**config.mk**
```make
export PLATFORM = sky130hd
export DESIGN_NAME = booth_mult_arbiter_flat
export DESIGN_NICKNAME = d
export VERILOG_FILES = /design/src/rtl/booth_pkg.sv /design/src/rtl/booth_mult_arbiter_if.sv /design/src/rtl/booth_mult_arbiter_rr_pick.sv /design/src/rtl/booth_mult_arbiter.sv /design/src/flat_wrapper.sv
export SDC_FILE = /design/constraint.sdc
export NUM_CORES = 1
export LEC_CHECK = 0
export BUFFER_PORTS_ARGS = -buffer_cell sky130_fd_sc_hd__buf_2
export CORE_MARGIN = 4
export CORE_UTILIZATION = 43
export CTS_BUF_LIST = sky130_fd_sc_hd__clkbuf_4 sky130_fd_sc_hd__clkbuf_8 sky130_fd_sc_hd__clkbuf_16
export DETAILED_ROUTE_END_ITERATION = 12
export PLACE_DENSITY = 0.82
export REMOVE_ABC_BUFFERS = 1
export SYNTH_ARGS = -nofsm -noshare
export SYNTH_HDL_FRONTEND = slang
export SYNTH_SLANG_ARGS = --single-unit
```
**constraint.sdc**
```tcl
create_clock -name clk -period 3.6 [get_ports clk]
set_clock_uncertainty 0.2 [all_clocks]
set_input_delay 0.36 -clock clk [delete_from_list [all_inputs] [get_ports clk]]
set_output_delay 0.36 -clock clk [all_outputs]
set_load 0.005 [all_outputs]
```
**src/rtl/booth_pkg.sv**
```systemverilog
// ============================================================================
// Module : booth_pkg
// Brief  : Shared state encoding and default widths for booth_mult_arbiter.
// Rev    : 1.0  initial release
// ============================================================================
`default_nettype none

package booth_pkg;

    localparam int c_N = 4;
    localparam int c_W = 8;

    localparam logic [1:0] c_IDLE    = 2'd0;
    localparam logic [1:0] c_RUN     = 2'd1;
    localparam logic [1:0] c_RELEASE = 2'd2;
    localparam logic [1:0] c_RESP    = 2'd3;

    typedef enum logic [1:0] {
        IDLE    = c_IDLE,
        RUN     = c_RUN,
        RELEASE = c_RELEASE,
        RESP    = c_RESP
    } state_t;

endpackage

`default_nettype wire

```
**src/rtl/booth_mult_arbiter_if.sv**
```systemverilog
// ============================================================================
// Module : booth_mult_arbiter_if
// Brief  : Request/response channels and multiplier start/done bus.
// Rev    : 1.0  initial release
// ============================================================================
`default_nettype none

interface booth_mult_arbiter_if #(
    parameter int N = 4,
    parameter int W = 8
);
    logic [N-1:0]   req_valid;
    logic [N-1:0]   req_ready;
    logic [N*W-1:0] req_a;
    logic [N*W-1:0] req_b;
    logic [N-1:0]   rsp_valid;
    logic [N-1:0]   rsp_ready;
    logic [2*W-1:0] rsp_product;
    logic           mul_start;
    logic [W-1:0]   mul_a;
    logic [W-1:0]   mul_b;
    logic           mul_done;
    logic [2*W-1:0] mul_product;
    logic           busy;

    // Clients and the multiplier live on the master side.
    modport master (
        output req_valid, req_a, req_b, rsp_ready, mul_done, mul_product,
        input  req_ready, rsp_valid, rsp_product, mul_start, mul_a, mul_b, busy
    );

    modport slave (
        input  req_valid, req_a, req_b, rsp_ready, mul_done, mul_product,
        output req_ready, rsp_valid, rsp_product, mul_start, mul_a, mul_b, busy
    );
endinterface

`default_nettype wire

```
**src/rtl/booth_mult_arbiter_rr_pick.sv**
```systemverilog
// ============================================================================
// Module : rr_pick
// Brief  : Combinational round-robin pick: lowest requester at or above ptr.
// Rev    : 1.0  initial release
// ============================================================================
`default_nettype none

module rr_pick #(
    parameter int N  = 4,
    parameter int PW = $clog2(N)
) (
    input  wire logic [N-1:0]  req,
    input  wire logic [PW-1:0] ptr,
    output logic      [N-1:0]  gnt,
    output logic      [PW-1:0] idx
);

    logic [PW:0] w_sum;
    logic        w_found;

    always_comb begin
        gnt     = '0;
        idx     = '0;
        w_found = 1'b0;
        w_sum   = '0;
        for (int i = 0; i < N; i++) begin
            // ptr + i stays below 2N, so one conditional subtract is a full modulo.
            w_sum = {1'b0, ptr} + (PW+1)'(i);
            if (w_sum >= (PW+1)'(N)) begin
                w_sum = w_sum - (PW+1)'(N);
            end
            if (!w_found && req[w_sum[PW-1:0]]) begin
                w_found             = 1'b1;
                idx                 = w_sum[PW-1:0];
                gnt[w_sum[PW-1:0]]  = 1'b1;
            end
        end
    end

endmodule

`default_nettype wire

```
**src/rtl/booth_mult_arbiter.sv**
```systemverilog
// ============================================================================
// Module : booth_mult_arbiter
// Brief  : Round-robin sharing of one Booth multiplier among N requesters.
// Rev    : 1.0  initial release
// ============================================================================
`default_nettype none

module booth_mult_arbiter
    import booth_pkg::*;
#(
    parameter int N = c_N,
    parameter int W = c_W
) (
    input  wire logic            clk,
    input  wire logic            rst,
    booth_mult_arbiter_if.slave  bus
);

    localparam int c_PW = $clog2(N);

    state_t           r_state_q, w_state_d;
    logic [c_PW-1:0]  r_ptr_q,   w_ptr_d;
    logic [c_PW-1:0]  r_op_id_q, w_op_id_d;
    logic [W-1:0]     r_op_a_q,  w_op_a_d;
    logic [W-1:0]     r_op_b_q,  w_op_b_d;
    logic [2*W-1:0]   r_res_q,   w_res_d;

    logic [N-1:0]     w_gnt;
    logic [c_PW-1:0]  w_idx;
    logic [N-1:0]     w_req_ready;
    logic [N-1:0]     w_rsp_valid;
    logic             w_mul_start;

    rr_pick #(
        .N  (N),
        .PW (c_PW)
    ) u_rr_pick (
        .req (bus.req_valid),
        .ptr (r_ptr_q),
        .gnt (w_gnt),
        .idx (w_idx)
    );

    always_comb begin
        w_state_d   = r_state_q;
        w_ptr_d     = r_ptr_q;
        w_op_id_d   = r_op_id_q;
        w_op_a_d    = r_op_a_q;
        w_op_b_d    = r_op_b_q;
        w_res_d     = r_res_q;
        w_req_ready = '0;
        w_rsp_valid = '0;
        w_mul_start = 1'b0;

        case (r_state_q)
            IDLE: begin
                if (bus.req_valid != '0) begin
                    w_req_ready = w_gnt;
                    w_op_id_d   = w_idx;
                    w_op_a_d    = bus.req_a[int'(w_idx)*W +: W];
                    w_op_b_d    = bus.req_b[int'(w_idx)*W +: W];
                    w_ptr_d     = (w_idx == c_PW'(N-1)) ? '0 : w_idx + c_PW'(1);
                    w_state_d   = RUN;
                end
            end
            RUN: begin
                w_mul_start = 1'b1;
                if (bus.mul_done) begin
                    w_res_d   = bus.mul_product;
                    w_state_d = RELEASE;
                end
            end
            RELEASE: begin
                // Wait for the multiplier to leave DONE so a later start is seen fresh.
                if (!bus.mul_done) begin
                    w_state_d = RESP;
                end
            end
            RESP: begin
                w_rsp_valid[r_op_id_q] = 1'b1;
                if (bus.rsp_ready[r_op_id_q]) begin
                    w_state_d = IDLE;
                end
            end
            default: w_state_d = IDLE;
        endcase
    end

    always_ff @(posedge clk or posedge rst) begin
        if (rst) begin
            r_state_q <= IDLE;
            r_ptr_q   <= '0;
            r_op_id_q <= '0;
            r_op_a_q  <= '0;
            r_op_b_q  <= '0;
            r_res_q   <= '0;
        end else begin
            r_state_q <= w_state_d;
            r_ptr_q   <= w_ptr_d;
            r_op_id_q <= w_op_id_d;
            r_op_a_q  <= w_op_a_d;
            r_op_b_q  <= w_op_b_d;
            r_res_q   <= w_res_d;
        end
    end

    // Operand and result registers only change on entry to RUN/RELEASE,
    // so they hold their values everywhere else.
    assign bus.req_ready   = w_req_ready;
    assign bus.rsp_valid   = w_rsp_valid;
    assign bus.mul_start   = w_mul_start;
    assign bus.mul_a       = r_op_a_q;
    assign bus.mul_b       = r_op_b_q;
    assign bus.rsp_product = r_res_q;
    assign bus.busy        = (r_state_q != IDLE);

endmodule

`default_nettype wire
```
**src/flat_wrapper.sv**
```systemverilog
// flat-port wrapper written by rule: the top's interface ports become plain ports
module booth_mult_arbiter_flat import booth_pkg::*;
#(
    parameter int N = c_N,
    parameter int W = c_W
)
  (clk, rst, bus_req_valid, bus_req_a, bus_req_b, bus_rsp_ready, bus_mul_done, bus_mul_product, bus_req_ready, bus_rsp_valid, bus_rsp_product, bus_mul_start, bus_mul_a, bus_mul_b, bus_busy);
  booth_mult_arbiter_if #(.N(N), .W(W)) bus_i ();
  input  wire logic clk;
  input  wire logic rst;
  input wire logic [$bits(bus_i.req_valid)-1:0] bus_req_valid;
  input wire logic [$bits(bus_i.req_a)-1:0] bus_req_a;
  input wire logic [$bits(bus_i.req_b)-1:0] bus_req_b;
  input wire logic [$bits(bus_i.rsp_ready)-1:0] bus_rsp_ready;
  input wire logic [$bits(bus_i.mul_done)-1:0] bus_mul_done;
  input wire logic [$bits(bus_i.mul_product)-1:0] bus_mul_product;
  output wire logic [$bits(bus_i.req_ready)-1:0] bus_req_ready;
  output wire logic [$bits(bus_i.rsp_valid)-1:0] bus_rsp_valid;
  output wire logic [$bits(bus_i.rsp_product)-1:0] bus_rsp_product;
  output wire logic [$bits(bus_i.mul_start)-1:0] bus_mul_start;
  output wire logic [$bits(bus_i.mul_a)-1:0] bus_mul_a;
  output wire logic [$bits(bus_i.mul_b)-1:0] bus_mul_b;
  output wire logic [$bits(bus_i.busy)-1:0] bus_busy;
  assign bus_i.req_valid = bus_req_valid;
  assign bus_i.req_a = bus_req_a;
  assign bus_i.req_b = bus_req_b;
  assign bus_i.rsp_ready = bus_rsp_ready;
  assign bus_i.mul_done = bus_mul_done;
  assign bus_i.mul_product = bus_mul_product;
  assign bus_req_ready = bus_i.req_ready;
  assign bus_rsp_valid = bus_i.rsp_valid;
  assign bus_rsp_product = bus_i.rsp_product;
  assign bus_mul_start = bus_i.mul_start;
  assign bus_mul_a = bus_i.mul_a;
  assign bus_mul_b = bus_i.mul_b;
  assign bus_busy = bus_i.busy;
  booth_mult_arbiter #(.N(N), .W(W)) u_core (.clk(clk), .rst(rst), .bus(bus_i));
endmodule
```
==> flow_summary.ini, run 1 <==
[status]
outcome = completed

[placed_design]
hpwl_mm = 6.418
place_congestion = 0.8903
place_area_mm2 = 0.003567
io_buffers = 132
place_ws_ns = 0.2760

[detailed_routing]
antenna_left = 0
vias = 2939
drc = 0
wl_per_cell_um = 16.68
drt_wl_total_mm = 8.557
dr.pass1.iters = 4
dr.first_iter.drc_count = 171
via_per_inst = 5.729

[critical_path]
arrival_ns = 3.35
critPathKind = flop to flop
path_buf_inv = 3
path_cells = inv_1 > ha_1 > mux4_2 > inv_2 > a211oi_4 > a21oi_2 > buf_4 > or3_1 > a32o_1
startpoint = u_core.r_ptr_q[0]
slowest_stage = a211oi_4
crit_family = compound AO/OA/AOI/OAI gates
cp-start-kind = flop
cp-end-kind = flop
cp_max_fo = 15
crit_path_max_incr_delay_ns = 0.56
r2r-start = u_core.r_ptr_q[0]
required_ns = 3.58

[pwr]
vdd_drop_max_v = 0.0004203
p_leak_nw = 1.772
power.density_mw_per_mm2 = 910.8

[global_route]
track_usage_pct = 19.70
antenna_found_initial = 0
grt_pass1_vias = 2726
gr-total-overflow = 0
grt_max_degree = 38
grt_pass1_wl_mm = 12.46

[layout]
drive_gt1_share_pct = 41.28
syn_to_final_growth_pct = 28.67
fin_area_mm2 = 0.003656
fill_cells = 601
seq_area_um2 = 952.2
postLayoutCoreUtil_pct = 57.25
multi_input_area_mm2 = 0.001742
mostFrequentLayoutCell = buf_2
insertedDiodeCount = 0
final_cell_mix = 132 x buf_2, 37 x dfrtp_1, 32 x nand2_1
finalNetCount = 540

[floorplan]
row_count = 29
die_w_um = 89.29
coreArea_mm2 = 0.006386
fp.dieH_um = 89.29
dieArea_mm2 = 0.007973
io-pin-count = 133
start_util_pct = 44.49

[yosys]
synth_warnings = 0
ys_ff_latch = 38
syn_area_per_cell_um2 = 9.166
synthFlopType = dfrtp_1
synthCells = 310
syn-cell-area_mm2 = 0.002841
yosysUniqueCellTypes = 40
async_flop_share_pct = 100.0
yosysSeqAreaShare_pct = 33.47
synth_edf_count = 0

[timing]
tightest_slew_ns = 0.7941
timing.setup.tns_ns = 0
fin_crit_sh_pct = 93.47
rsz0062_at_grt = no
setup_ws_ns = 0.2350
max_freq_mhz = 297.2
fin_crit_ns = 3.365
slew_headroom_pct = 47.06
finalHoldViolCount = 0
setup_violations = 0
holdWs_ns = 0.1064
finalMaxSlewViolations = 0

[job]
drv_cap = 0

[cts]
cts.repair.resized = 0
cts_max_level = 2
holdBufCountCts = 1
clk_latency_ns = 0.29
cts_tree = done
max-clock-path-buffers = 2
postCtsSetupBuffers = 0
clkSinkCount = 38
cts_root_buf = clkbuf_8
path_clk_slew_ns = 0.08
cts-buffers-inserted = 5

[worst_hold_path]
holdCritStartpoint = bus_mul_product[1]
min_path_type = input port to flop
sequential cells by signal, indices dropped and copies added (netlist names):
signal / flops
u_core.r_state_q: 2
u_core.r_ptr_q: 2
u_core.r_op_id_q: 2
u_core.bus.mul_a: 8
u_core.bus.rsp_product: 16
u_core.bus.mul_b: 8
worst reg2reg max path: cells and delay by family, from the launching register on:
family,cells,cell delay (ns)
flops,1,0.40
compound gates,3,1.01
fa+ha+maj,1,0.36
buf+inv,3,0.51
simple gates,1,0.36
mux,1,0.40
where the power goes:
| group | internal (mW) | switching, mW |
|---|---|---|
| Combinational | 1.00 | 1.27 |
| Clock | 0.130 | 0.154 |
| Sequential | 0.651 | 0.125 |
| Total | 1.78 | 1.55 |
final timing paths:
path                            slack [ns]                        end  depth (start not counted)
max in group asynchronous             2.21          u_core.r_ptr_q[0]                          4
min in group asynchronous             0.30  u_core.bus.rsp_product[0]                          3
worst max-delay path                  0.24        u_core.bus.mul_a[3]                          9
worst min-delay path                  0.11  u_core.bus.rsp_product[1]                          2
worst max register to register        0.24        u_core.bus.mul_a[3]                          9
worst min register to register        0.28        u_core.bus.mul_a[4]                          2
layer usage:
layer / vias up / track usage (%) / wire (um)
li1: 1412 / - / -
met1: 1371 / 22.08 / 3286
met2: 144 / 37.24 / 4257
met3: 12 / 4.608 / 918
met4: 0 / 4.871 / 95
met5: - / 0 / 0
synth_stat cells, types with 2 or more instances:
library cell | count | area (um^2)
nand2_1 | 32 | 120.1
o31ai_1 | 6 | 45.04
a31oi_1 | 10 | 62.56
a21o_1 | 7 | 52.55
ha_1 | 13 | 162.7
o21ai_0 | 11 | 55.05
a32o_1 | 11 | 110.1
a211oi_1 | 5 | 37.54
mux2_2 | 21 | 236.5
a221oi_1 | 11 | 96.34
or3_1 | 10 | 62.56
mux4_2 | 3 | 67.56
a221o_1 | 4 | 40.04
nand2b_1 | 2 | 12.51
nor2_1 | 23 | 86.33
a22o_1 | 2 | 17.52
dfrtp_1 | 38 | 950.9
clkbuf_1 | 18 | 67.56
nor4_1 | 2 | 12.51
buf_2 | 4 | 20.02
nand3_1 | 26 | 130.1
nor3b_1 | 2 | 15.01
mux2i_1 | 12 | 120.1
a21oi_1 | 8 | 40.04
buf_6 | 2 | 22.52
mux2_1 | 5 | 56.30
inv_1 | 9 | 33.78
metrics by stage:
step | power [mW] | std cells
CTS | 3.350 | 513
floorplan | 2.279 | 286
detailed placement | 3.058 | 505
global route | 3.604 | 513
finish | 3.330 | 513
global placement | 2.965 | 505
kinds of logic (layout without fill, tap and decap cells):
family	count (synthesis)	after routing	share of synthesized area [%]
simple gates	102	102	16.78
compound gates	81	81	21.80
mux	41	41	16.91
flops	38	38	33.47
buf+inv	35	161	5.328
fa+ha+maj	13	13	5.724
final cells by class:
type / instances / share of cell area (%)
clock buffers: 5 / 1.882
multi-input cells: 237 / 47.64
inverters: 11 / 1.129
repair buffers: 143 / 20.40
flip-flops and latches: 38 / 26.04
clock inverters: 2 / 0.2738
well taps: 77 / 2.635
(Power assumes the default switching activity.)
==> run 2, diff against run 1 <==
==> constraint.sdc (replaced) <==
create_clock -name clk -period 3.6 [get_ports clk]
set_clock_uncertainty 0.2 [all_clocks]
set_input_delay 1.08 -clock clk [delete_from_list [all_inputs] [get_ports clk]]
set_output_delay 1.08 -clock clk [all_outputs]
set_load 0.005 [all_outputs]
==> run 2 against run 1 <==
- the run now ends with negative setup slack left
- first-iteration DRC count up 16%
- maximum frequency down 12%
- largest cell class unchanged
- wire length up 3.8%
==> flow_summary.ini, run 2 (synthesis results as in run 1) <==
[critical_path]
arrival_ns = 2.55
cp_common_cell = buf_6
reg2reg_slack_ns = 0.40
cp-start-kind = input port
cp_max_fo = 5
slowest_stage = mux4_2
path_buf_inv = 3
r2r_cells = 10
r2r-start = u_core.r_ptr_q[0]
cp.depth = 7
path_cells = buf_6 > mux4_2 > buf_6 > a221o_1 > o21ai_0 > a21oi_1 > buf_2
required_ns = 2.32
timing.rr.end = u_core.bus.mul_a[2]
crit_path_max_incr_delay_ns = 0.58
critPathKind = input port to output pin
startpoint = bus_req_valid[2]
cp-end-kind = output pin
crit_family = multiplexers

[global_route]
grt_pass1_vias = 2840
grt_max_degree = 41
gr-total-overflow = 0
grt_pass1_wl_mm = 13.32
track_usage_pct = 21.20
antenna_found_initial = 0

[cts]
cts_max_level = 2
path_clk_slew_ns = 0.09
cts_tree = done
cts-buffers-inserted = 5
clk_latency_ns = 0.29
max-clock-path-buffers = 2
holdBufCountCts = 0
clkSinkCount = 38
cts_root_buf = clkbuf_8

[floorplan]
row_count = 29
start_util_pct = 44.49
io-pin-count = 133
die_w_um = 89.29
fp.dieH_um = 89.29
coreArea_mm2 = 0.006386
dieArea_mm2 = 0.007973

[detailed_routing]
drt_wl_total_mm = 8.880
wl_per_cell_um = 16.72
dr.first_iter.drc_count = 198
antenna_left = 0
drc = 0
vias = 3038
via_per_inst = 5.721
dr.pass1.iters = 5

[pwr]
report.power.total_mw = 3.779
vdd_drop_max_v = 0.0005116
p_int_mw = 2.108
p_seq_share_pct = 20.6
switching_power_mw = 1.671
power.density_mw_per_mm2 = 962.9
p_leak_nw = 1.908
pwr-share-clk_pct = 11.8
share_comb_of_total_power_pct = 67.7
switching_share_pct = 44.22

[timing]
max_freq_mhz = 261.0
rsz0062_at_grt = yes
setup_violations = 4
holdWs_ns = 0.2774
finalMaxSlewViolations = 0
fin_crit_ns = 3.831
fin_crit_sh_pct = 106.4
slew_headroom_pct = 37.16
finalHoldViolCount = 0
tightest_slew_ns = 0.9425
setup_ws_ns = -0.2309

[layout]
multi_input_area_mm2 = 0.001778
insertedDiodeCount = 0
syn_to_final_growth_pct = 38.13
drive_gt1_share_pct = 45.15
largest_reg_flops = 16
mostFrequentLayoutCell = buf_2
seq_area_um2 = 952.2
final_cell_mix = 128 x buf_2, 37 x dfrtp_1, 31 x nand2_1
finalNetCount = 557
fill_cells = 550

[placed_design]
io_buffers = 132
place_congestion = 0.8814
hpwl_mm = 6.646

[worst_hold_path]
min_path_type = flop to flop
hold_end = u_core.bus.mul_a[4]
holdCritStartpoint = u_core.bus.mul_a[4]
whs_path_depth = 2

[status]
failed_checks = negative setup slack
outcome = complete, but fails checks

[job]
drv_cap = 0
[run 2: area by class of cell]
cell class              count  area share [%]
clock buffers               5           1.753
clock inverters             3           1.753
inverters                  11           1.052
multi-input cells         237           45.30
flip-flops and latches     38           24.26
well taps                  77           2.455
repair buffers            160           23.43
[run 2: worst max path at each step]
stage / endpoint / slack [ns]
after floorplan: bus_req_ready[0] / -0.75
after detailed placement: bus_req_ready[0] / -0.21
after CTS: bus_req_ready[0] / -0.17
final: bus_req_ready[2] / -0.23
after global placement: bus_req_ready[0] / -0.16
after global routing: bus_req_ready[2] / -0.27
[run 2: power by group through the flow]
stage / registers [mW] / clock network (mW) / logic (mW)
floorplan: 0.851 / 0 / 1.43
global placement: 0.769 / 0 / 2.37
detailed placement: 0.785 / 0 / 2.45
CTS: 0.778 / 0.450 / 2.49
global route: 0.803 / 0.469 / 2.83
finish: 0.778 / 0.444 / 2.56
[run 2: what timing repair did]
item,in CTS,in global routing
buffers inserted,0,2
pin swaps,7,5
resized for setup,13,9
setup endpoints to repair,4,4
[run 2: per-stage QoR]
| stage | TNS, ns | instances | utilization (%) | setup slack [ns] | area [um^2] |
|---|---|---|---|---|---|
| after floorplan | -13.13 | 286 | - | -0.7550 | 2731 |
| after global placement | -0.6159 | 521 | 57.94 | -0.1558 | 3700 |
| after detailed placement | -0.8333 | 521 | 57.94 | -0.2072 | 3700 |
| after CTS | -0.6173 | 529 | 60.83 | -0.1676 | 3885 |
| after global routing | -1.026 | 531 | 61.46 | -0.2654 | 3925 |
| final | -0.8367 | 531 | 61.46 | -0.2309 | 3925 |
[run 2: worst reg2reg max path, delay by kind of cell, from the launching register on]
family | cells | cell delay, ns
AO/OA/AOI/OAI | 3 | 1.15
buffers and inverters | 4 | 0.46
flip-flops | 1 | 0.42
multiplexers | 1 | 0.40
adder cells (fa/ha/maj) | 1 | 0.36
AND/OR/NAND/NOR | 1 | 0.15
[run 2: per-layer routing]
layer	up-vias	GRT usage, %	wire length (um)
met5	-	0	0
met4	0	3.924	54
met3	8	4.240	825
met2	137	37.31	4302
met1	1450	27.15	3698
li1	1443	-	-
